[src/rtl/cpu_isa_pkg.sv]
// Shared ISA definitions for the 16-bit CPU: R-type opcodes, field positions,
// loader state encoding and the legal-opcode check used by encoder and decoder.
package cpu_isa_pkg;

  localparam logic [7:0] OP_AND  = 8'h01;
  localparam logic [7:0] OP_OR   = 8'h02;
  localparam logic [7:0] OP_XOR  = 8'h03;
  localparam logic [7:0] OP_NOT  = 8'h04;
  localparam logic [7:0] OP_ADD  = 8'h05;
  localparam logic [7:0] OP_ADDU = 8'h06;
  localparam logic [7:0] OP_ADDC = 8'h07;
  localparam logic [7:0] OP_RSH  = 8'h08;
  localparam logic [7:0] OP_SUB  = 8'h09;
  localparam logic [7:0] OP_CMP  = 8'h0B;
  localparam logic [7:0] OP_ALSH = 8'h0C;
  localparam logic [7:0] OP_ARSH = 8'h0F;
  localparam logic [7:0] OP_LSH  = 8'h84;

  localparam int OPCODE_MSB = 15;
  localparam int OPCODE_LSB = 8;
  localparam int RDST_MSB   = 7;
  localparam int RDST_LSB   = 4;
  localparam int RSRC_MSB   = 3;
  localparam int RSRC_LSB   = 0;

  typedef enum logic [2:0] {
    ST_IDLE  = 3'd0,
    ST_LOAD  = 3'd1,
    ST_WRITE = 3'd2,
    ST_FULL  = 3'd3,
    ST_DONE  = 3'd4
  } enc_state_t;

  function automatic logic is_legal_rtype(input logic [7:0] opcode);
    case (opcode)
      OP_AND, OP_OR, OP_XOR, OP_NOT, OP_ADD, OP_ADDU, OP_ADDC,
      OP_RSH, OP_SUB, OP_CMP, OP_ALSH, OP_ARSH, OP_LSH: is_legal_rtype = 1'b1;
      default:                                          is_legal_rtype = 1'b0;
    endcase
  endfunction

endpackage

[src/rtl/instr_packer.sv]
// Combinational R-type packer: {opcode, rdst, rsrc} into a 16-bit word,
// plus a flag telling whether the opcode is a legal R-type instruction.
module instr_packer
  import cpu_isa_pkg::*;
(
  input  logic [7:0]  opcode,
  input  logic [3:0]  rdst,
  input  logic [3:0]  rsrc,
  output logic [15:0] word,
  output logic        legal
);

  always_comb begin
    word = '0;
    word[OPCODE_MSB:OPCODE_LSB] = opcode;
    word[RDST_MSB:RDST_LSB]     = rdst;
    word[RSRC_MSB:RSRC_LSB]     = rsrc;
  end

  assign legal = is_legal_rtype(opcode);

endmodule

[src/rtl/instr_encoder_loader.sv]
// Loads encoded R-type instructions into instruction memory, one word per handshake.
// Optional running XOR checksum of written words: define ENCODER_CHECKSUM_EN.
//
// state | meaning
// IDLE  | waiting for start
// LOAD  | accepting instruction fields
// WRITE | one-cycle memory write of the latched word
// FULL  | MEM_DEPTH words written, waiting for finish
// DONE  | program closed, waiting for a new start
module instr_encoder_loader
  import cpu_isa_pkg::*;
#(
  parameter int ADDR_WIDTH = 8,
  parameter int MEM_DEPTH  = 256,
  parameter int BASE_ADDR  = 0
) (
  input  logic                  clk,
  input  logic                  reset_n,
  input  logic                  start,
  input  logic                  finish,
  input  logic                  in_valid,
  output logic                  in_ready,
  input  logic [7:0]            in_opcode,
  input  logic [3:0]            in_rdst,
  input  logic [3:0]            in_rsrc,
  output logic                  mem_we,
  output logic [ADDR_WIDTH-1:0] mem_addr,
  output logic [15:0]           mem_wdata,
  output logic                  busy,
  output logic                  done,
  output logic                  full,
  output logic                  illegal_op,
  output logic [ADDR_WIDTH:0]   word_count,
  output logic [15:0]           checksum
);

  localparam logic [ADDR_WIDTH-1:0] BASE  = ADDR_WIDTH'(BASE_ADDR);
  localparam logic [ADDR_WIDTH:0]   DEPTH = (ADDR_WIDTH+1)'(MEM_DEPTH);

  enc_state_t            state;
  logic [ADDR_WIDTH-1:0] ptr;
  logic [15:0]           pk_word;
  logic                  pk_legal;
  logic                  enter_load;

  instr_packer u_packer (
    .opcode (in_opcode),
    .rdst   (in_rdst),
    .rsrc   (in_rsrc),
    .word   (pk_word),
    .legal  (pk_legal)
  );

  assign enter_load = start && (state == ST_IDLE || state == ST_DONE);
  assign in_ready   = (state == ST_LOAD) && !finish;
  assign busy       = (state == ST_LOAD) || (state == ST_WRITE) || (state == ST_FULL);
  assign done       = (state == ST_DONE);
  assign full       = (state == ST_FULL);

  always_ff @(posedge clk) begin
    if (!reset_n) begin
      state      <= ST_IDLE;
      ptr        <= BASE;
      mem_addr   <= BASE;
      mem_wdata  <= '0;
      mem_we     <= 1'b0;
      illegal_op <= 1'b0;
      word_count <= '0;
    end else begin
      mem_we <= 1'b0;
      if (enter_load) begin
        state      <= ST_LOAD;
        ptr        <= BASE;
        mem_addr   <= BASE;
        word_count <= '0;
        illegal_op <= 1'b0;
      end else begin
        case (state)
          ST_LOAD: begin
            // finish wins over a simultaneous in_valid
            if (finish) begin
              state <= ST_DONE;
            end else if (in_valid) begin
              if (pk_legal) begin
                mem_we    <= 1'b1;
                mem_addr  <= ptr;
                mem_wdata <= pk_word;
                state     <= ST_WRITE;
              end else begin
                illegal_op <= 1'b1;
              end
            end
          end
          ST_WRITE: begin
            ptr        <= ptr + 1'b1;
            word_count <= word_count + 1'b1;
            state      <= (word_count + 1'b1 == DEPTH) ? ST_FULL : ST_LOAD;
          end
          ST_FULL: if (finish) state <= ST_DONE;
          ST_IDLE, ST_DONE: ;
          default: state <= ST_IDLE;
        endcase
      end
    end
  end

`ifdef ENCODER_CHECKSUM_EN
  logic [15:0] csum;

  always_ff @(posedge clk) begin
    if (!reset_n)               csum <= '0;
    else if (enter_load)        csum <= '0;
    else if (state == ST_WRITE) csum <= csum ^ mem_wdata;
  end

  assign checksum = csum;
`else
  assign checksum = 16'h0000;
`endif

endmodule

[config.mk]
export PLATFORM = sky130hd
export DESIGN_NAME = instr_encoder_loader
export DESIGN_NICKNAME = d
export VERILOG_FILES = /design/src/rtl/cpu_isa_pkg.sv /design/src/rtl/instr_packer.sv /design/src/rtl/instr_encoder_loader.sv
export SDC_FILE = /design/constraint.sdc
export NUM_CORES = 1
export LEC_CHECK = 0
export CORE_AREA = 4 4 75 77
export CTS_CLUSTER_DIAMETER = 150
export DETAILED_ROUTE_END_ITERATION = 12
export DIE_AREA = 0 0 79 81
export PLACE_DENSITY = 0.87
export SYNTH_ARGS = -nofsm -noshare
export SYNTH_HDL_FRONTEND = slang
export SYNTH_SLANG_ARGS = --single-unit
[constraint.sdc]
create_clock -name clk -period 4.3 [get_ports clk]
set_clock_uncertainty 0.2 [all_clocks]
set_input_delay 0.43 -clock clk [delete_from_list [all_inputs] [get_ports clk]]
set_output_delay 0.43 -clock clk [all_outputs]
set_load 0.02 [all_outputs]
[Word-level counts from Yosys, hierarchy flattened]
Index checks and enable logic that the tools add are counted.
Storage, ports and cells
  register bits after elaboration: 46
  input port bits: 21
  output and inout port bits: 55
  word-level logic and storage cells: 67
Operators by class
  $add $sub $neg: 2
  equal/unequal tests: 25
  mux-type cells: 9
  bitwise gates (word level): 7
  reduce and logical (&&, ||, !) cells: 16
Operators by type and width (count)
  equality test 8 x 4 -> 1 bit (second input constant): 5
  equality test 8 x 3 -> 1 bit (second input constant): 4
  equality test 8 x 2 -> 1 bit (second input constant): 2
  AND reduction 4 bit: 4
  OR reduction 13 bit: 1
  two-way mux 3 bit: 4
  one-hot mux 3 bit (4 select lines): 1
  adder 9 x 1 -> 9 bit (second input constant): 1
  equality test 9 bit (second input constant): 1
  adder 8 x 1 -> 8 bit (second input constant): 1
  equality test 8 x 1 -> 1 bit (second input constant): 1
  equality test 8 bit (second input constant): 1
  inequality test 4 bit (second input constant): 2
  NOT 1 bit: 7
  equality test 3 x 2 -> 1 bit (second input constant): 2
  inequality test 3 bit (second input constant): 2
  AND reduction 5 bit: 1
  OR reduction 5 bit: 1
  inequality test 2 bit (second input constant): 2
  OR reduction 2 bit: 2
  equality test 3 x 1 -> 1 bit (second input constant): 1
  equality test 3 bit (second input constant): 1
  logical NOT 3 bit: 1
  logical OR 1 bit: 3
  other kinds (5): 8

[Longest topological paths before layout]
Gate-level depths: netlist of the first run.
  depth after elaboration: 8
  mapped depth: 7
  mapped depth without buffers: 6

[Modules after synthesis]
From an unflattened synthesis of the first run, not the netlist that was laid out.
Second synthesis, totals
  cell total of the unflattened synthesis: 277
  area total of the unflattened synthesis: 2294.7 µm²
By module, submodules not included
  instr_encoder_loader: times used 1, cells an instance 253, area each 2127.0 µm², sequential area each 920.9 µm²
  instr_packer: times used 1, cells an instance 24, area each 167.7 µm², sequential area each 0.0 µm²

[Worst setup path after synthesis of the first run]
No wires, ideal clock.
  kind: reg2reg
  start point: reg word_count[0]
  end point: reg state[1]
  library setup time: 92 ps
  arrival: 1683 ps
  data required time: 4008 ps
  slack: 2325 ps
  cell stages (with the launch flop): 8
  buffers on the path: 1
  clock period less this slack: 1975 ps
  cell sequence: dfxtp_1 > ha_1 > clkbuf_1 > nand3_1 > xnor2_1 > nor4_1 > a31oi_1 > nor4_1
On the way
  word-level cells in the longest chain between the ends: 4
RTL lines
  start: declaration: RTL line instr_encoder_loader.sv:33  | output logic [ADDR_WIDTH:0] word_count,
  start signal: assignment: RTL line instr_encoder_loader.sv:96  | word_count <= word_count + 1'b1;
  adder 9 x 1 -> 9 bit: RTL line instr_encoder_loader.sv:97  | state <= (word_count + 1'b1 == DEPTH) ? ST_FULL : ST_LOAD;
  equality test 9 bit: RTL line instr_encoder_loader.sv:97
  two-way mux 2 bit: RTL line instr_encoder_loader.sv:97
  one-hot mux 3 bit (4 select lines): RTL line instr_encoder_loader.sv:78  | case (state)
  end signal: assignment: RTL line instr_encoder_loader.sv:97
  end: declaration: RTL line instr_encoder_loader.sv:40  | enc_state_t state;
No other way between the ends.
A chain may end at the register's enable or synchronous reset.

[Worst setup path after layout of the first run]
  start point: in finish
  end point: out in_ready
On the way
  word-level cells in the longest chain between the ends: 2
RTL lines
  start: declaration: RTL line instr_encoder_loader.sv:20  | input logic finish,
  logical NOT 1 bit: RTL line instr_encoder_loader.sv:55  | assign in_ready = (state == ST_LOAD) && !finish;
  logical AND 1 bit: RTL line instr_encoder_loader.sv:55
  end: declaration: RTL line instr_encoder_loader.sv:22  | output logic in_ready,
No other way between the ends.

==> metrics.md, run 1 <==
| Metric | Value |
|---|---|
| Clk Latency, worst-skew pair | `about 0.29 ns` |
| Gate Count Post-Synth | `231` |
| WS Path Type | `primary input to primary output` |
| Worst relative slew slack | `38.4%` |
| DR iter-0 viols | `between 90 and 100` |
| Slew Limit Fails | `0` |
| VDD IR-drop max | `161 uV` |
| Core Footprint | `5010 um^2` |
| Post-CTS setup buffers | `0` |
| Wire length per cell | `12.5 um` |
| List of most frequent post-synthesis cells | `46 x dfxtp_1, 33 x nor2_1, 24 x mux2i_1` |
| Total CTS buffers | `5` |
| CTS sink cnt | `46` |
| Detailed placer's ending HPWL | `3.28 mm` |
| Synthesized area | `between 2000 and 2500 um^2` |
| CP cell instances | `clkdlybuf4s50_1 -> nor3b_4 -> nor2b_1 -> clkdlybuf4s50_1` |
| Vias in the first global route | `about 1600` |
| Post-cts hold buffer count | `0` |
| Worst Path Max Fanout | `6` |
| Top_reg_cell synth | `dfxtp_1` |
| IO Count | `76` |
| Synth Warn # | `0` |
| Detail Route Antenna Nets | `0` |
| R2R Setup Slk | `between 2 and 2.5 ns` |
| Post-synthesis sequential area ratio | `42.8%` |
| IO buf count | `59` |
| Multi-input gate area | `approximately 1100 um^2` |
| Crit path required time | `between 3 and 4 ns` |
| EDFF count, synth | `0` |
| Min Tclk post-route | `2.65 ns` |
| Worst setup path end | `in_ready` |
| Remaining DRCs | `0` |
| Final setup fails | `0` |
| Slew @ Worst Pin | `0.922 ns` |
| Initial antenna violation count | `0` |
| Initial Util | `43.0%` |
| Root Buffer | `clkbuf_8` |
| Pwr per Cell Area | `~290 nW/um^2` |
| All-Layer GR Usage | `roughly 14%` |
| Final net count | `311` |
| MaxCap Viol Count | `0` |
| Synth top area share | `a little over two fifths` |
| Hold/Removal Path Class | `flop to flop` |
| R2R depth | `6` |
| Final period util | `61.5%` |
| Setup TNS | `0 ns` |
| Largest net degree at the start of global routing | `30` |
| Row count | `26` |
| CTS tree | `done` |
| Clock Tree Buf Depth | `2` |
| Final Hold Fails | `0` |
| GRT overflow | `0` |
| Status | `finished, final reports clean` |
| First-pass GRT wire length | `7.25 mm` |
| Die width | `around 79 um` |
| Clk pin slew, worst setup/hold paths | `around 0.080 ns` |
| Die area | `6400 um^2` |
| Startpoint Class | `primary input` |
| FMAX | `378 MHz` |
| Antenna cell count | `0` |
| Area contributors post-synth | `dfxtp_1 43%, mux2i_1 11%, buf_4 5.9%` |
| Die H | `81 um` |
| Placer Congestion | `about 0.85` |
| Crit. End Element | `primary output` |
| Most common cell in the netlist | `dfxtp_1` |
| Async S/R FF share, synth | `0%` |
| CP peak stage delay | `approximately 0.6 ns` |
| Worst r2r dst | `mem_wdata[7]$_SDFFE_PN0P_` |
| Routed vias | `1740` |
| Worst R2R Start | `state[0]$_SDFFE_PN0P_` |
| Layout cells sized above 1 | `5.56%` |
| Flops & latches, synth | `between 40 and 50` |
| Register Area | `a little over 900 um^2` |
| Critical path's slowest cell | `clkdlybuf4s50_1` |
| Most used cell, CP | `clkdlybuf4s50_1` |
| Tot Pwr | `between 800 and 900 uW` |
| Distinct cells, synth | `36` |
| WL final | `4.47 mm` |
| CTS H-tree lvls | `2` |
| # resized after CTS | `0` |
| Leak | `0.000988 uW` |
| Largest area contributor in the netlist | `dfxtp_1` |
| Fillers | `roughly 480` |
| Worst Path Arrival | `approximately 2.0 ns` |
| Worst Setup SP | `finish` |
| RSZ-0062 raised after global routing | `no` |
| Area growth, synth to finish | `31.3%` |
| DR vias/cell | `about 4.9` |
| Drt first pass iters | `4` |
| Mean post-synth cell area | `9.32 um^2` |
==> registers in the layout, indices dropped and copies added, names as in the netlist <==
signal and cells:
mem_wdata 16, mem_addr 8, state 3, mem_we 1, ptr 8, word_count 9
illegal_op 1
==> through the flow <==
step           hold slack (ns)  worst slack (ns)  area [um^2]  cells  utilization (%)
6_report                 0.283              1.65         2830    358             56.4
5_1_grt                  0.305              1.58         2830    358             56.4
4_1_cts                  0.284              1.64         2830    358             56.4
3_5_place_dp             0.270              1.64         2720    350             54.2
3_3_place_gp             0.264              1.67         2720    350             54.2
2_1_floorplan            0.279              2.33         2210    246                -
==> power breakdown <==
group | switching, uW | internal (uW) | total [uW] | leakage [uW]
Clock | 144 | 171 | 315 | 0.0000579
Sequential | 2.60 | 427 | 429 | 0.000371
Combinational | 35.2 | 27.1 | 62.3 | 0.000559
Total | 181 | 625 | 806 | 0.000988
==> logic make-up (layout without fill, tap and decap cells) <==
kind of cell | Yosys count | count (layout) | share of synthesized area, %
XOR/XNOR | 17 | 17 | 6.92
flip-flops | 46 | 46 | 42.8
multiplexers | 24 | 24 | 11.2
AO/OA/AOI/OAI | 16 | 16 | 4.77
AND/OR/NAND/NOR | 93 | 93 | 23.2
buffers and inverters | 31 | 73 | 9.24
adder cells (fa/ha/maj) | 3 | 3 | 1.74
other | 1 | 16 | 0.174
==> routing by layer <==
layer	wire length, um	vias up	global-route usage, %
li1	-	859	-
met1	1950	801	17.4
met2	2040	71	22.2
met3	417	9	5.10
met4	62	0	4.81
met5	0	-	0
==> worst max-delay path: cells and delay by family <==
kind                   cells  cell delay (ns)
and+or+nand+nor            2             0.50
buffers and inverters      2             1.09
==> worst min-delay path by stage <==
stage / from / to / slack, ns / cells after the start
2_1_floorplan: ptr[7]$_SDFFE_PP0P_ / ptr[7]$_SDFFE_PP0P_ / 0.28 / 2
3_3_place_gp: illegal_op$_SDFFE_PP0P_ / illegal_op$_SDFFE_PP0P_ / 0.26 / 1
3_5_place_dp: mem_wdata[12]$_SDFFE_PN0P_ / mem_wdata[12]$_SDFFE_PN0P_ / 0.27 / 1
4_1_cts: mem_wdata[12]$_SDFFE_PN0P_ / mem_wdata[12]$_SDFFE_PN0P_ / 0.28 / 1
5_1_grt: illegal_op$_SDFFE_PP0P_ / illegal_op$_SDFFE_PP0P_ / 0.30 / 1
6_report: mem_wdata[12]$_SDFFE_PN0P_ / mem_wdata[12]$_SDFFE_PN0P_ / 0.28 / 1
==> placed cells by master (no fill, tap or decap) <==
cell type | netlist | final
clkdlybuf4s50_1 | 0 | 59
nor3b_4 | 1 | 1
nand3_1 | 5 | 5
xnor2_1 | 6 | 6
mux2i_1 | 24 | 24
and4_1 | 1 | 1
nand2b_1 | 2 | 2
xor2_1 | 11 | 11
nor3b_2 | 1 | 1
nand4_1 | 7 | 7
o21ba_2 | 1 | 1
nand2_1 | 10 | 10
buf_4 | 17 | 2
a221oi_1 | 1 | 1
a31o_2 | 1 | 1
nor2_1 | 33 | 33
nor3_4 | 1 | 1
clkinv_2 | 0 | 2
and3b_1 | 1 | 1
o21ai_0 | 3 | 3
o21a_1 | 1 | 1
clkbuf_8 | 0 | 5
a32oi_1 | 1 | 1
and3_1 | 4 | 4
nand2_2 | 1 | 1
nand3b_1 | 2 | 2
conb_1 | 1 | 16
ha_1 | 3 | 3
inv_1 | 4 | 4
or3_1 | 2 | 2
nor3_1 | 4 | 4
nor4_1 | 3 | 3
nor2b_1 | 15 | 15
a21oi_1 | 5 | 5
a31oi_1 | 3 | 3
bufinv_16 | 0 | 1
dfxtp_1 | 46 | 46
==> final cells by class <==
cell class,instances,share of cell area (%)
multi-input cells,169,38.5
flip-flops and latches,46,32.6
repair buffers,61,21.4
well taps,70,3.10
clock buffers,5,2.43
clock inverters,3,1.42
inverters,4,0.531
Power figures use the tool's default switching activity.
==> run 2: changes to the inputs <==
--- a/config.mk
+++ b/config.mk
@@ -5,11 +5,11 @@
 export SDC_FILE = /design/constraint.sdc
 export NUM_CORES = 1
 export LEC_CHECK = 0
-export CORE_AREA = 4 4 75 77
+export CORE_AREA = 4 4 79 81
 export CTS_CLUSTER_DIAMETER = 150
 export DETAILED_ROUTE_END_ITERATION = 12
-export DIE_AREA = 0 0 79 81
-export PLACE_DENSITY = 0.87
+export DIE_AREA = 0 0 83 85
+export PLACE_DENSITY = 0.83
 export SYNTH_ARGS = -nofsm -noshare
 export SYNTH_HDL_FRONTEND = slang
 export SYNTH_SLANG_ARGS = --single-unit
==> constraint.sdc (replaced) <==
create_clock -name clk -period 2.4 [get_ports clk]
set_clock_uncertainty 0.2 [all_clocks]
set_input_delay 0.24 -clock clk [delete_from_list [all_inputs] [get_ports clk]]
set_output_delay 0.24 -clock clk [all_outputs]
set_load 0.02 [all_outputs]
==> run 2 against run 1 <==
Total power rose by 80%. Hold slack barely moved. Global-route usage fell by 1.2 points. Sequential share of layout area fell by 0.37 points. Routed wire length fell by 0.16%. Count of clock-buffer cells in the layout did not move. Design area rose by 1.2%. Sequential power rose by 79%. Final cell count rose by 1.7%. Critical endpoint unchanged. Largest cell class unchanged.
==> metrics.md, run 2 (synthesized netlist as in run 1, its figures left out) <==
| Metric | Value |
|---|---|
| Status | `finished, final reports clean (unchanged)` |
| Leak | `0.00101 uW (was 0.000988 uW)` |
| FMAX | `438 MHz` |
| Largest register FFs | `16 (unchanged)` |
| Routed vias | `1688 (was 1740)` |
| Worst Setup SP | `finish (unchanged)` |
| MaxCap Viol Count | `0 (unchanged)` |
| Area growth, synth to finish | `32.8% (was 31.3%)` |
| Placer Congestion | `0.792 (was 0.853)` |
| Core Footprint | `5470 um^2 (was 5010 um^2)` |
| Fillers | `522 (was 477)` |
| Remaining DRCs | `0 (unchanged)` |
| Hold/Removal Path Class | `flop to flop (unchanged)` |
| HP Start | `mem_wdata[14]$_SDFFE_PN0P_ (was mem_wdata[12]$_SDFFE_PN0P_)` |
| Pwr per Cell Area | `508 nW/um^2 (was 285 nW/um^2)` |
| Final setup fails | `0 (unchanged)` |
| WS Path Type | `primary input to primary output (unchanged)` |
| Worst Path Max Fanout | `6 (unchanged)` |
| First-pass GRT wire length | `7.44 mm (was 7.25 mm)` |
| Vias in the first global route | `1592 (was 1611)` |
| CP cell instances | `clkdlybuf4s50_1 -> nor3b_4 -> nor2b_1 -> clkdlybuf4s50_1 (unchanged)` |
| Row count | `27 (was 26)` |
| Die width | `83 um (was 79 um)` |
| Leading cell type in the layout, fill and taps excluded | `clkdlybuf4s50_1 (unchanged)` |
| DR vias/cell | `4.64 (was 4.86)` |
| Antenna cell count | `0 (unchanged)` |
| Largest reg by FF count | `mem_wdata (unchanged)` |
| Clock Tree Buf Depth | `2 (unchanged)` |
| Total CTS buffers | `5 (unchanged)` |
| Drt first pass iters | `2 (was 4)` |
| # resized after CTS | `0 (unchanged)` |
| Tot Pwr | `1450 uW (was 806 uW)` |
| Root Buffer | `clkbuf_8 (unchanged)` |
| Most used cell, CP | `clkdlybuf4s50_1 (unchanged)` |
| Wire length per cell | `12.3 um (was 12.5 um)` |
| Min Tclk post-route | `2.28 ns` |
| Setup TNS | `0 ns (unchanged)` |
| Startpoint Class | `primary input (unchanged)` |
| DR iter-0 viols | `68 (was 94)` |
| Detailed placer's ending HPWL | `3.31 mm (was 3.28 mm)` |
| WL final | `4.46 mm (was 4.47 mm)` |
| CTS H-tree lvls | `2 (unchanged)` |
| Initial Util | `39.3% (was 43.0%)` |
| Layout cells sized above 1 | `6.85% (was 5.56%)` |
| IO Count | `76 (unchanged)` |
| VDD IR-drop max | `345 uV (was 161 uV)` |
| Commonest non-fill, non-tap cells in the layout | `59 x clkdlybuf4s50_1, 46 x dfxtp_1, 33 x nor2_1, 24 x mux2i_1, 16 x conb_1 (unchanged)` |
| Clk pin slew, worst setup/hold paths | `0.08 ns (about the same)` |
| Initial antenna violation count | `0 (unchanged)` |
| Worst Path Arrival | `1.84 ns (was 2.02 ns)` |
| Largest registers | `mem_wdata: 16 flops, word_count: 9 flops (unchanged)` |
| CTS sink cnt | `46 (unchanged)` |
| Slew Limit Fails | `0 (unchanged)` |
| IO buf count | `59 (unchanged)` |
| All-Layer GR Usage | `12.7% (was 13.9%)` |
| Clk Latency, worst-skew pair | `0.29 ns (about the same)` |
| Crit path required time | `1.96 ns (was 3.67 ns)` |
| GRT overflow | `0 (unchanged)` |
| Largest net degree at the start of global routing | `28 (was 30)` |
| Worst R2R Start | `state[2]$_SDFFE_PP0P_ (was state[0]$_SDFFE_PN0P_)` |
| CTS tree | `done (unchanged)` |
| Die area | `7060 um^2 (was 6400 um^2)` |
| Post-cts hold buffer count | `0 (unchanged)` |
| Die H | `85 um (was 81 um)` |
| Final net count | `315 (was 311)` |
| Critical path's slowest cell | `clkdlybuf4s50_1 (unchanged)` |
| RSZ-0062 raised after global routing | `no (unchanged)` |
| CP peak stage delay | `0.60 ns (was 0.61 ns)` |
| Final period util | `95.1%` |
| Final Hold Fails | `0 (unchanged)` |
| Detail Route Antenna Nets | `0 (unchanged)` |
| Crit. End Element | `primary output (unchanged)` |
## run 2: cell count changes in the layout (fill, tap and decap cells not counted), sizes merged
cell and delta:
buf +4
## run 2: worst paths after layout
kind / to / slack (ns) / cells past startpoint
setup / recovery: in_ready / 0.12 / 4
hold / removal: mem_wdata[14]$_SDFFE_PN0P_ / 0.28 / 1
setup reg to reg: mem_addr[1]$_SDFFE_PP0P_ / 0.45 / 6
hold reg to reg: mem_wdata[14]$_SDFFE_PN0P_ / 0.28 / 1
## run 2: area by class of cell
| class | count | area, um^2 | share of cell area [%] |
|---|---|---|---|
| timing repair buffer | 65 | 636 | 22.2 |
| sequential | 46 | 921 | 32.2 |
| clock buffer | 5 | 68.8 | 2.41 |
| multi-input combinational | 169 | 1090 | 38.1 |
| clock inverter | 3 | 40.0 | 1.40 |
| tap | 72 | 90.1 | 3.15 |
| inverter | 4 | 15.0 | 0.525 |
## run 2: worst max-delay path: cells and delay by family
| family | cells | cell delay [ns] |
|---|---|---|
| buffers and inverters | 2 | 1.08 |
| and+or+nand+nor | 2 | 0.52 |
## run 2: per-stage QoR
step | setup WS, ns | hold slack [ns] | instance area, um^2 | util [%] | std cells
after floorplan | 0.425 | 0.168 | 2210 | - | 246
after global placement | 0.141 | 0.268 | 2750 | 50.3 | 356
after detailed placement | 0.0868 | 0.271 | 2750 | 50.3 | 356
after CTS | 0.107 | 0.285 | 2860 | 52.2 | 364
after global routing | 0.00498 | 0.296 | 2860 | 52.2 | 364
final | 0.119 | 0.283 | 2860 | 52.2 | 364
## run 2: power by group
part | leakage [uW] | internal [uW] | switching, uW
clock | 0.0000579 | 307 | 260
sequential | 0.000371 | 765 | 2.37
combinational | 0.000579 | 52.7 | 66.1
total | 0.00101 | 1120 | 328
## run 2: what timing repair did
action,CTS,global route
setup endpoints to repair,0,1
setup buffers,0,0
hold endpoints to repair,0,0
## run 2: routing by layer
metal	global-route usage [%]	wire, um	vias to the layer above
met3	5.73	318	2
met5	0	0	-
met2	21.2	2070	48
met4	3.12	16	0
met1	14.9	2060	770
li1	-	-	868
==> run 3: changes to the inputs <==
--- a/config.mk
+++ b/config.mk
@@ -5,10 +5,11 @@
 export SDC_FILE = /design/constraint.sdc
 export NUM_CORES = 1
 export LEC_CHECK = 0
-export CORE_AREA = 4 4 79 81
+export CORE_AREA = 2 2 77 79
 export CTS_CLUSTER_DIAMETER = 150
 export DETAILED_ROUTE_END_ITERATION = 12
-export DIE_AREA = 0 0 83 85
+export DIE_AREA = 0 0 79 81
+export GPL_TIMING_DRIVEN = 0
 export PLACE_DENSITY = 0.83
 export SYNTH_ARGS = -nofsm -noshare
 export SYNTH_HDL_FRONTEND = slang
==> run 3 against run 2 <==
Non-clock buffer count increased by 21. Sequential share of layout area fell by 1.5 points. Via count up 5.2%. Die area shrank 9.3%. Fmax is essentially flat. Total power grew 0.64%. Hold slack lost 0.0033 ns. Combinational power is 18% higher. Sequential cell count did not move. Largest cell class unchanged.
==> metrics.md, run 3 (synthesized netlist as in run 1, its figures left out) <==
| Metric | Value |
|---|---|
| Status | `finished, final reports clean (unchanged)` |
| Wire length per cell | `11.5 um (was 12.3 um)` |
| FMAX | `438 MHz (about the same)` |
| Die width | `79 um (was 83 um)` |
| Final period util | `95.1% (about the same)` |
| # resized after CTS | `0 (unchanged)` |
| CTS H-tree lvls | `2 (unchanged)` |
| P_sw | `316 uW (was 328 uW)` |
| Detail Route Antenna Nets | `0 (unchanged)` |
| Detailed placer's ending HPWL | `3.35 mm (was 3.31 mm)` |
| VDD IR-drop max | `315 uV (was 345 uV)` |
| Pwr per Cell Area | `487 nW/um^2 (was 508 nW/um^2)` |
| Worst Path Max Fanout | `9 (was 6)` |
| Setup TNS | `0 ns (unchanged)` |
| Die H | `81 um (was 85 um)` |
| Hold/Removal Path Class | `flop to flop (unchanged)` |
| Routed vias | `1776 (was 1688)` |
| Row count | `28 (was 27)` |
| Leak | `0.00110 uW (was 0.00101 uW)` |
| DR vias/cell | `4.58 (was 4.64)` |
| Placer Congestion | `0.853 (was 0.792)` |
| Drt first pass iters | `4 (was 2)` |
| Largest net degree at the start of global routing | `14 (was 28)` |
| Layout cells sized above 1 | `10.9% (was 6.85%)` |
| Largest registers | `mem_wdata: 16 flops, word_count: 9 flops (unchanged)` |
| Total CTS buffers | `5 (unchanged)` |
| WL final | `4.45 mm (was 4.46 mm)` |
| Crit path required time | `1.96 ns (about the same)` |
| Worst Path Arrival | `1.84 ns (about the same)` |
| IO Count | `76 (unchanged)` |
| Post-CTS setup buffers | `0 (unchanged)` |
| Antenna cell count | `0 (unchanged)` |
| Vias in the first global route | `1615 (was 1592)` |
| WS Path Type | `flop to primary output (was primary input to primary output)` |
| DR iter-0 viols | `66 (was 68)` |
| Sw frac | `21.6% (was 22.6%)` |
| Internal | `1150 uW (was 1120 uW)` |
| MaxCap Viol Count | `0 (unchanged)` |
| CP cell instances | `buf_4 -> nor3b_4 -> nor2b_1 -> clkdlybuf4s50_1 (was clkdlybuf4s50_1 -> nor3b_4 -> nor2b_1 -> clkdlybuf4s50_1)` |
| Die area | `6400 um^2 (was 7060 um^2)` |
| CTS sink cnt | `46 (unchanged)` |
| All-Layer GR Usage | `14.4% (was 12.7%)` |
| Crit. End Element | `primary output (unchanged)` |
| Clk pwr share | `38.0% (was 39.0%)` |
| Commonest non-fill, non-tap cells in the layout | `59 x clkdlybuf4s50_1, 46 x dfxtp_1, 33 x nor2_1, 24 x mux2i_1, 17 x buf_4 (was 59 x clkdlybuf4s50_1, 46 x dfxtp_1, 33 x nor2_1, 24 x mux2i_1, 16 x conb_1)` |
| Seq pwr share | `52.5% (was 52.8%)` |
| Root Buffer | `clkbuf_8 (unchanged)` |
| GRT overflow | `0 (unchanged)` |
| Post-cts hold buffer count | `0 (unchanged)` |
| Initial antenna violation count | `0 (unchanged)` |
| Combinational share of power | `9.6% (was 8.2%)` |
| Largest reg by FF count | `mem_wdata (unchanged)` |
| Final net count | `336 (was 315)` |
| Final Hold Fails | `0 (unchanged)` |
| Critical path's slowest cell | `clkdlybuf4s50_1 (unchanged)` |
| Remaining DRCs | `0 (unchanged)` |
| Initial Util | `37.9% (was 39.3%)` |
| IO buf count | `59 (unchanged)` |
| Area growth, synth to finish | `39.4% (was 32.8%)` |
| Largest register FFs | `16 (unchanged)` |
| RSZ-0062 raised after global routing | `no (unchanged)` |
| Clk pin slew, worst setup/hold paths | `0.07 ns (was 0.08 ns)` |
| Tot Pwr | `1460 uW (was 1450 uW)` |
| Worst path bufs/invs | `2 (unchanged)` |
| First-pass GRT wire length | `7.42 mm (was 7.44 mm)` |
| Top Family by Delay on Critical Path | `buffers and inverters (unchanged)` |
| Final setup fails | `0 (unchanged)` |
| Clk Latency, worst-skew pair | `0.29 ns (about the same)` |
| Core Footprint | `5680 um^2 (was 5470 um^2)` |
| CP peak stage delay | `0.61 ns (was 0.60 ns)` |
| Startpoint Class | `flop (was primary input)` |
| Leading cell type in the layout, fill and taps excluded | `clkdlybuf4s50_1 (unchanged)` |
| Clock Tree Buf Depth | `2 (unchanged)` |
| CTS tree | `done (unchanged)` |
| Slew Limit Fails | `0 (unchanged)` |
| Min Tclk post-route | `2.28 ns (about the same)` |
==> run 3: changes by cell type in the layout (fill, tap and decap cells not counted) <==
| cell | change |
|---|---|
| buf_2 | +3 |
| buf_4 | +11 |
| buf_6 | +2 |
| clkbuf_1 | +7 |
| clkinv_2 | -2 |
==> run 3: stage by stage <==
| stage | worst slack (ns) | area (um^2) | utilization [%] | hold slack, ns | std cells |
|---|---|---|---|---|---|
| detailed placement | 0.117 | 2890 | 51.0 | 0.271 | 380 |
| CTS | 0.0818 | 3000 | 52.8 | 0.285 | 388 |
| floorplan | 0.425 | 2210 | - | 0.168 | 246 |
| finish | 0.118 | 3000 | 52.8 | 0.280 | 388 |
| global placement | 0.112 | 2890 | 51.0 | 0.266 | 380 |
| global route | 0.00619 | 3000 | 52.8 | 0.290 | 388 |
==> run 3: path summary, 6_finish.rpt <==
| path | startpoint | to | slack [ns] | depth (start not counted) |
|---|---|---|---|---|
| worst max-delay path | state[0]$_SDFFE_PN0P_ | in_ready | 0.12 | 4 |
| worst min-delay path | mem_wdata[14]$_SDFFE_PN0P_ | mem_wdata[14]$_SDFFE_PN0P_ | 0.28 | 1 |
| worst max register to register | word_count[0]$_SDFFE_PP0P_ | state[1]$_SDFFE_PP0P_ | 0.32 | 7 |
| worst min register to register | mem_wdata[14]$_SDFFE_PN0P_ | mem_wdata[14]$_SDFFE_PN0P_ | 0.28 | 1 |
==> run 3: routing by layer <==
metal | track usage, % | wire, um | part of all wire, %
met4 | 3.45 | 19 | 0.43
met3 | 4.33 | 302 | 6.8
met5 | 0 | 0 | 0
met2 | 25.0 | 2180 | 49
met1 | 17.5 | 1950 | 44
==> run 3: cell type report <==
| type | count | area, um^2 |
|---|---|---|
| tap | 75 | 93.8 |
| clock buffer | 7 | 76.3 |
| sequential | 46 | 921 |
| fill | 542 | 2680 |
| clock inverter | 1 | 30.0 |
| multi-input combinational | 169 | 1090 |
| inverter | 4 | 15.0 |
| buffer | 27 | 184 |
| timing repair buffer | 59 | 591 |
==> run 3: worst reg2reg max path: stages, from the launching register on <==
cell and delay, ns:
dfxtp_1 0.47, ha_1 0.19, clkbuf_1 0.25, nand3_1 0.16, xnor2_1 0.15, nor4_1 0.24
a31oi_1 0.11, nor4_1 0.22
==> run 3: power groups by stage <==
stage               sequential (uW)  clock [uW]  combinational, uW
finish                          767         555                140
global route                    768         606                153
CTS                             767         576                140
detailed placement              785           0                140
global placement                785           0                139
floorplan                       785           0               83.7
